### config.mk
export PLATFORM = sky130hd
export DESIGN_NAME = spi_regbank
export DESIGN_NICKNAME = d
export VERILOG_FILES = /design/src/rtl/spi_regbank.sv
export SDC_FILE = /design/constraint.sdc
export NUM_CORES = 1
export LEC_CHECK = 0
export CORE_ASPECT_RATIO = 1.75
export CORE_MARGIN = 4
export CORE_UTILIZATION = 50
export CTS_BUF_LIST = sky130_fd_sc_hd__clkbuf_4
export DETAILED_ROUTE_END_ITERATION = 7
export PLACE_DENSITY_LB_ADDON = 0.25
export SLEW_MARGIN = 20
export SYNTH_ARGS = -nofsm -noshare
export SYNTH_HDL_FRONTEND = slang
export SYNTH_SLANG_ARGS = --single-unit
### constraint.sdc
create_clock -name clk -period 4.43 [get_ports clk]
set_input_delay 1.329 -clock clk [delete_from_list [all_inputs] [get_ports clk]]
set_output_delay 1.329 -clock clk [all_outputs]
set_load 0.01 [all_outputs]
### src/rtl/spi_regbank.sv
`default_nettype none
// ============================================================================
//  Module   : spi_regbank
//  Purpose  : SPI target (mode 0, MSB first) giving a host read/write access
//             to NUM_REGS control registers of DATA_W bits each.
//             Frame = 1 R/W bit (1 = write) + ADDR_W address + DATA_W data.
//  Ports    : clk, rst        system clock, synchronous active-high reset
//             sclk_i, ncs_i,  asynchronous SPI pins from the host
//             copi_i
//             cipo_o          read data to the host
//             cipo_oe_o       pad output enable, high while selected
//             regs_o          flat register image, reg i at [i*DATA_W +: DATA_W]
//             wr_strobe_o     one-clk pulse on a committed write
//             wr_addr_o       address of the last committed write
//             addr_err_o      one-clk pulse when a full frame hits an unmapped address
//  Revision : 1.0  initial release
// ============================================================================
module spi_regbank #(
  parameter int NUM_REGS = 5,
  parameter int ADDR_W   = 7,
  parameter int DATA_W   = 8,
  parameter logic [NUM_REGS*DATA_W-1:0] RST_VALS = '0
) (
  input  logic                         clk,
  input  logic                         rst,
  input  logic                         sclk_i,
  input  logic                         ncs_i,
  input  logic                         copi_i,
  output logic                         cipo_o,
  output logic                         cipo_oe_o,
  output logic [NUM_REGS*DATA_W-1:0]   regs_o,
  output logic                         wr_strobe_o,
  output logic [ADDR_W-1:0]            wr_addr_o,
  output logic                         addr_err_o
);

  localparam int C_FRAME_W = 1 + ADDR_W + DATA_W;
  localparam int C_CNT_W   = $clog2(C_FRAME_W + 1);
  localparam logic [C_CNT_W-1:0] C_CNT_LAST = C_CNT_W'(C_FRAME_W - 1);
  localparam logic [C_CNT_W-1:0] C_CNT_HDR  = C_CNT_W'(ADDR_W);      // value before the last header bit
  localparam logic [C_CNT_W-1:0] C_CNT_RDY  = C_CNT_W'(1 + ADDR_W);  // header complete

  typedef enum logic [1:0] {
    ST_IDLE  = 2'd0,
    ST_SHIFT = 2'd1,
    ST_DONE  = 2'd2
  } state_e;

  // --------------------------------------------------------------------------
  // Synchronisers: [0] metastability flop, [1] synchronised, [2] previous
  // --------------------------------------------------------------------------
  logic [2:0] sclk_s_q;
  logic [2:0] ncs_s_q;
  logic [1:0] copi_s_q;

  always_ff @(posedge clk) begin
    if (rst) begin
      sclk_s_q <= 3'b000;
      ncs_s_q  <= 3'b111;
      copi_s_q <= 2'b00;
    end else begin
      sclk_s_q <= {sclk_s_q[1:0], sclk_i};
      ncs_s_q  <= {ncs_s_q[1:0], ncs_i};
      copi_s_q <= {copi_s_q[0], copi_i};
    end
  end

  logic w_sclk_rise, w_sclk_fall, w_ncs_fall, w_ncs_rise, w_copi;
  assign w_sclk_rise = sclk_s_q[1] & ~sclk_s_q[2];
  assign w_sclk_fall = ~sclk_s_q[1] & sclk_s_q[2];
  assign w_ncs_fall  = ~ncs_s_q[1] & ncs_s_q[2];
  assign w_ncs_rise  = ncs_s_q[1] & ~ncs_s_q[2];
  assign w_copi      = copi_s_q[1];

  // --------------------------------------------------------------------------
  // Frame FSM, bit counter and input shift register
  // --------------------------------------------------------------------------
  state_e                 state_q, state_d;
  logic [C_CNT_W-1:0]     cnt_q, cnt_d;
  logic [C_FRAME_W-1:0]   shreg_q, shreg_d;
  logic                   w_bit_taken;

  always_ff @(posedge clk) begin
    if (rst) begin
      state_q <= ST_IDLE;
      cnt_q   <= '0;
      shreg_q <= '0;
    end else begin
      state_q <= state_d;
      cnt_q   <= cnt_d;
      shreg_q <= shreg_d;
    end
  end

  // A chip-select edge always outranks an sclk edge, so an ncs rise that
  // coincides with the final sclk rise aborts the frame.
  always_comb begin
    state_d     = state_q;
    cnt_d       = cnt_q;
    shreg_d     = shreg_q;
    w_bit_taken = 1'b0;
    if (w_ncs_fall) begin
      state_d = ST_SHIFT;
      cnt_d   = '0;
      shreg_d = '0;
    end else if (w_ncs_rise) begin
      state_d = ST_IDLE;
    end else if (state_q == ST_SHIFT && w_sclk_rise) begin
      shreg_d     = {shreg_q[C_FRAME_W-2:0], w_copi};
      cnt_d       = cnt_q + C_CNT_W'(1);
      w_bit_taken = 1'b1;
      if (cnt_q == C_CNT_LAST) begin
        state_d = ST_DONE;
      end
    end
  end

  assign cipo_oe_o = (state_q != ST_IDLE);

  // --------------------------------------------------------------------------
  // Register file
  // --------------------------------------------------------------------------
  logic [DATA_W-1:0] regs_q [NUM_REGS];

  // Full-frame fields; the shift register is stable in DONE
  logic              f_rw;
  logic [ADDR_W-1:0] f_addr;
  logic [DATA_W-1:0] f_data;
  logic              w_f_mapped;
  assign f_rw       = shreg_q[C_FRAME_W-1];
  assign f_addr     = shreg_q[C_FRAME_W-2 -: ADDR_W];
  assign f_data     = shreg_q[DATA_W-1:0];
  assign w_f_mapped = (32'(f_addr) < NUM_REGS);

  // Set on the cycle the counter reaches FRAME_W; the commit happens one clk later
  logic pend_q;
  logic w_commit_wr;
  assign w_commit_wr = pend_q & f_rw & w_f_mapped;

  logic wr_strobe_q, addr_err_q;
  logic [ADDR_W-1:0] wr_addr_q;

  always_ff @(posedge clk) begin
    if (rst) begin
      pend_q      <= 1'b0;
      wr_strobe_q <= 1'b0;
      addr_err_q  <= 1'b0;
      wr_addr_q   <= '0;
      for (int i = 0; i < NUM_REGS; i++) begin
        regs_q[i] <= RST_VALS[i*DATA_W +: DATA_W];
      end
    end else begin
      pend_q      <= (state_q == ST_SHIFT) && (state_d == ST_DONE);
      wr_strobe_q <= w_commit_wr;
      addr_err_q  <= pend_q & ~w_f_mapped;
      if (w_commit_wr) begin
        wr_addr_q <= f_addr;
      end
      for (int i = 0; i < NUM_REGS; i++) begin
        if (w_commit_wr && f_addr == ADDR_W'(i)) begin
          regs_q[i] <= f_data;
        end
      end
    end
  end

  assign wr_strobe_o = wr_strobe_q;
  assign addr_err_o  = addr_err_q;
  assign wr_addr_o   = wr_addr_q;

  for (genvar gi = 0; gi < NUM_REGS; gi++) begin : g_regs_out
    assign regs_o[gi*DATA_W +: DATA_W] = regs_q[gi];
  end

  // --------------------------------------------------------------------------
  // Read path
  // --------------------------------------------------------------------------
  // Header as it will stand once the current bit is taken: {rw, addr}
  logic              w_hdr_rw;
  logic [ADDR_W-1:0] w_rd_addr;
  logic [DATA_W-1:0] w_rd_data;
  logic              w_rd_load;
  assign w_hdr_rw  = shreg_d[ADDR_W];
  assign w_rd_addr = shreg_d[ADDR_W-1:0];
  assign w_rd_load = w_bit_taken && (cnt_q == C_CNT_HDR) && !w_hdr_rw;

  // Unmapped addresses fall through to zero
  always_comb begin
    w_rd_data = '0;
    for (int i = 0; i < NUM_REGS; i++) begin
      if (w_rd_addr == ADDR_W'(i)) begin
        w_rd_data = regs_q[i];
      end
    end
  end

  logic [DATA_W-1:0] dout_q;
  logic              rd_act_q;

  // The MSB appears right after the last header rise and must survive the
  // following fall so the host samples it on the first data rise; only the
  // falls after data bits have been clocked advance the shifter.
  always_ff @(posedge clk) begin
    if (rst) begin
      dout_q   <= '0;
      rd_act_q <= 1'b0;
    end else if (w_ncs_fall || state_d == ST_IDLE) begin
      dout_q   <= '0;
      rd_act_q <= 1'b0;
    end else if (w_rd_load) begin
      dout_q   <= w_rd_data;
      rd_act_q <= 1'b1;
    end else if (rd_act_q && w_sclk_fall && cnt_q > C_CNT_RDY) begin
      dout_q   <= {dout_q[DATA_W-2:0], 1'b0};
    end
  end

  assign cipo_o = rd_act_q & dout_q[DATA_W-1];

endmodule
`default_nettype wire

==> results.md <==
- Status: finished, final reports clean
- Global-route usage over all layers: 22.8%
- Sw frac: 20.3%
- Initial Utilization: 52.2%
- I/O pin count: 56
- Sequential share of power: 54.0%
- Crit-path max FO: 5
- Fraction of layout cells with a size suffix above 1: 7.57%
- Drt total wl: 10300 um
- Post-Syn Area: 0.00400 mm2
- Fin util: 62.5%
- Max Cap Viol: 0
- Clk root buf: clkbuf_4
- Uppermost layer routed: met4
- Worst VDD drop: 0.276 mV
- Avg WL per Cell: 19.2 um
- Mean Syn Cell Area: 10.1 um2
- Crit. End Element: primary output
- Delay-heaviest family, CP: buffers and inverters
- Post-synth EDFFs: 40
- IO buf count: 55
- WP data required: 3.10 ns
- RSZ-0062 raised after global routing: no
- Core box area: 0.00767 mm2
- Slowest CP cell: clkdlybuf4s50_1
- Largest net degree at the start of global routing: 23
- Type of the worst setup path: register to primary output
- Post-route cell area: 0.00479 mm2
- DR vias/cell: 6.08
- CP peak stage delay: 0.47 ns
- Grt ovf: 0
- FFs w/ async S/R, synth: 0%
- Clock power frac: 40.2%
- Ys flop type: dfxtp_1
- CP bufs+invs: 2
- Top post-synthesis cells by area: edfxtp_1, dfxtp_1, nand2_1
- Setup TNS Final: 0 ns
- Worst skew pair latency: 0.46 ns
- Routability cong.: 0.870
- Filler cell count: 663
- Clk slew on worst S/H paths: 0.13 ns
- Combinational power share: 5.9%
- Clock skew: 0.0146 ns
- Std cell rows: 42
- CTS max path bufs: 2
- Fmax: 0.347 GHz
- Final Hold Fails: 0
- Die Height: 126 um
- Placed cell areas: 0.00456 mm2
- Drt pass-1 iters: 5
- First-pass GRT wire length: 16000 um
- Ant. Diodes: 0
- TritonCTS Buffers: 9
- CTS H-tree depth: 3
- Post-DRT Antenna Nets: 0
- CP arrival: 1.55 ns
- WL met2: 5460 um
- Yosys warnings: 0
- PD cells: 349 mW/mm2
- HPWL Detailed: 7360 um
- Pins Over Slew Limit: 0
- Worst slew margin: 25.1%
- Post-CTS Setup Inserts: 0
- Number of antenna violations at the first check in global routing: 0
- Num Clock Sinks: 90
- Die area: 0.00956 mm2
- P_int: 1.33 mW
- Fin nets: 452
- Syn Nets: 405
- Initial drt markers: 306
- # DRC: 0
- CP startpoint kind: register
- Final Instance Count excl. Fillers: 537
- Vias: 3264
- Post-cts sizing count: 0
- Hold Crit Class: register to register
- Met3 wire length: 555 um
- P&R area growth vs syn: 19.7%
- Final min period: 2.88 ns
- Leakage: 1.65 nW
- Crit path cell chain: nor2_1 > inv_1 > clkdlybuf4s50_1
- Number of setup violations in the final report: 0
- Post-CTS Hold Fix Bufs: 0
- Least-Margin Pin Slew: 1.12 ns
- Synth top area share: 30.0%
- Placed cell count: 521
- Largest area contributor in the netlist: edfxtp_1
- TritonCTS clock tree: yes
- Post-synthesis sequential area ratio: 55.0%
- NetSw: 0.339 mW
- Cell count after synthesis: 397
- Routed met1 length: 3800 um
- Die Wd: 75.6 um
- Share of the clock period used by the worst path: 65.0%
- Vias in the first global route: 3221
- Seq cells post-synth: 90
- Yosys cell types: 56
through the flow:
step           power, mW  setup slack [ns]  hold slack, ns
6_report            1.67              1.55           0.434
5_1_grt             1.73              1.47           0.440
3_3_place_gp        1.02              1.28           0.393
4_1_cts             1.68              1.50           0.439
3_5_place_dp        1.02              1.27           0.407
2_1_floorplan      0.962              1.92           0.389
cell usage in the layout (no fill, tap or decap), drive strengths merged, types with 2 or more instances in the layout:
cell type	n
o21ai	3
or3	3
edfxtp	40
and3	8
nor2b	14
nand4b	2
clkdlybuf4s50	55
dfxtp	50
clkinvlp	2
nor3	13
nor4	6
bufinv	5
nor2	26
o22ai	7
or2	5
inv	24
o21bai	2
nand3	11
ha	3
nand4	10
nand2	49
o311a	7
a21oi	24
o221ai	10
a21o	2
buf	3
xnor2	2
clkbuf	9
and2	12
nand2b	9
a31oi	15
or4	2
sequential cells by signal, summed over array words and instances, names as in the netlist, 2 cells and up:
register / count
regs_q: 40
shreg_q: 16
dout_q: 8
wr_addr_o: 7
cnt_q: 5
ncs_s_q: 3
sclk_s_q: 3
copi_s_q: 2
state_q: 2
synthesized netlist by cell type, drive strengths merged (2+ instances only):
library cell,instances
a31oi,15
o22ai,7
and3,8
nor2b,14
o21ai,3
a21oi,24
o311a,7
nand2,49
or4,2
clkbuf,9
nor2,26
nand3,11
o21bai,2
o221ai,10
nor3,13
buf,13
and2,12
or2,5
ha,3
a21o,2
edfxtp,40
nand4b,2
nor4,6
nand4,10
dfxtp,50
or3,3
inv,24
nand2b,9
xnor2,2
layout make-up:
cell class,count,area (um2),share of cell area (%)
clock inverters,7,165,3.45
well taps,88,110,2.30
flip-flops and latches,90,2200,45.9
multi-input cells,261,1590,33.1
clock buffers,9,67.6,1.41
inverters,24,90.1,1.88
repair buffers,58,573,12.0
path summary, 6_finish.rpt:
| path | from | endpoint | slack [ns] | cells past startpoint |
|---|---|---|---|---|
| worst max-delay path | state_q[0] | cipo_oe_o | 1.55 | 3 |
| worst min-delay path | ncs_s_q[0] | ncs_s_q[1] | 0.43 | 1 |
| worst max register to register | ncs_s_q[1] | dout_q[0] | 1.87 | 5 |
| worst min register to register | ncs_s_q[0] | ncs_s_q[1] | 0.43 | 1 |
logic make-up (layout without fill, tap and decap cells):
group	Yosys count	count (layout)	synth area share (%)
buffers and inverters	46	98	5.41
muxes	1	1	0.375
and+or+nand+nor	175	175	23.5
xor gates and xnor gates	3	3	0.656
DFF	90	90	55.0
adders and majority gates	3	3	0.938
AOI/OAI and AO/OA	79	79	14.1
metal layers:
metal | vias up | GRT usage, %
li1 | 1527 | -
met1 | 1554 | 25.8
met2 | 139 | 38.5
met3 | 44 | 4.51
met4 | 0 | 13.0
met5 | - | 0
power by group through the flow:
stage | clock network, mW | registers (mW) | logic [mW]
after detailed placement | 0 | 0.921 | 0.0992
final | 0.671 | 0.902 | 0.0982
after CTS | 0.683 | 0.903 | 0.0996
after global placement | 0 | 0.921 | 0.0983
after floorplan | 0 | 0.925 | 0.0369
after global routing | 0.724 | 0.905 | 0.105
Note: power is estimated with default switching activity, not from simulation.
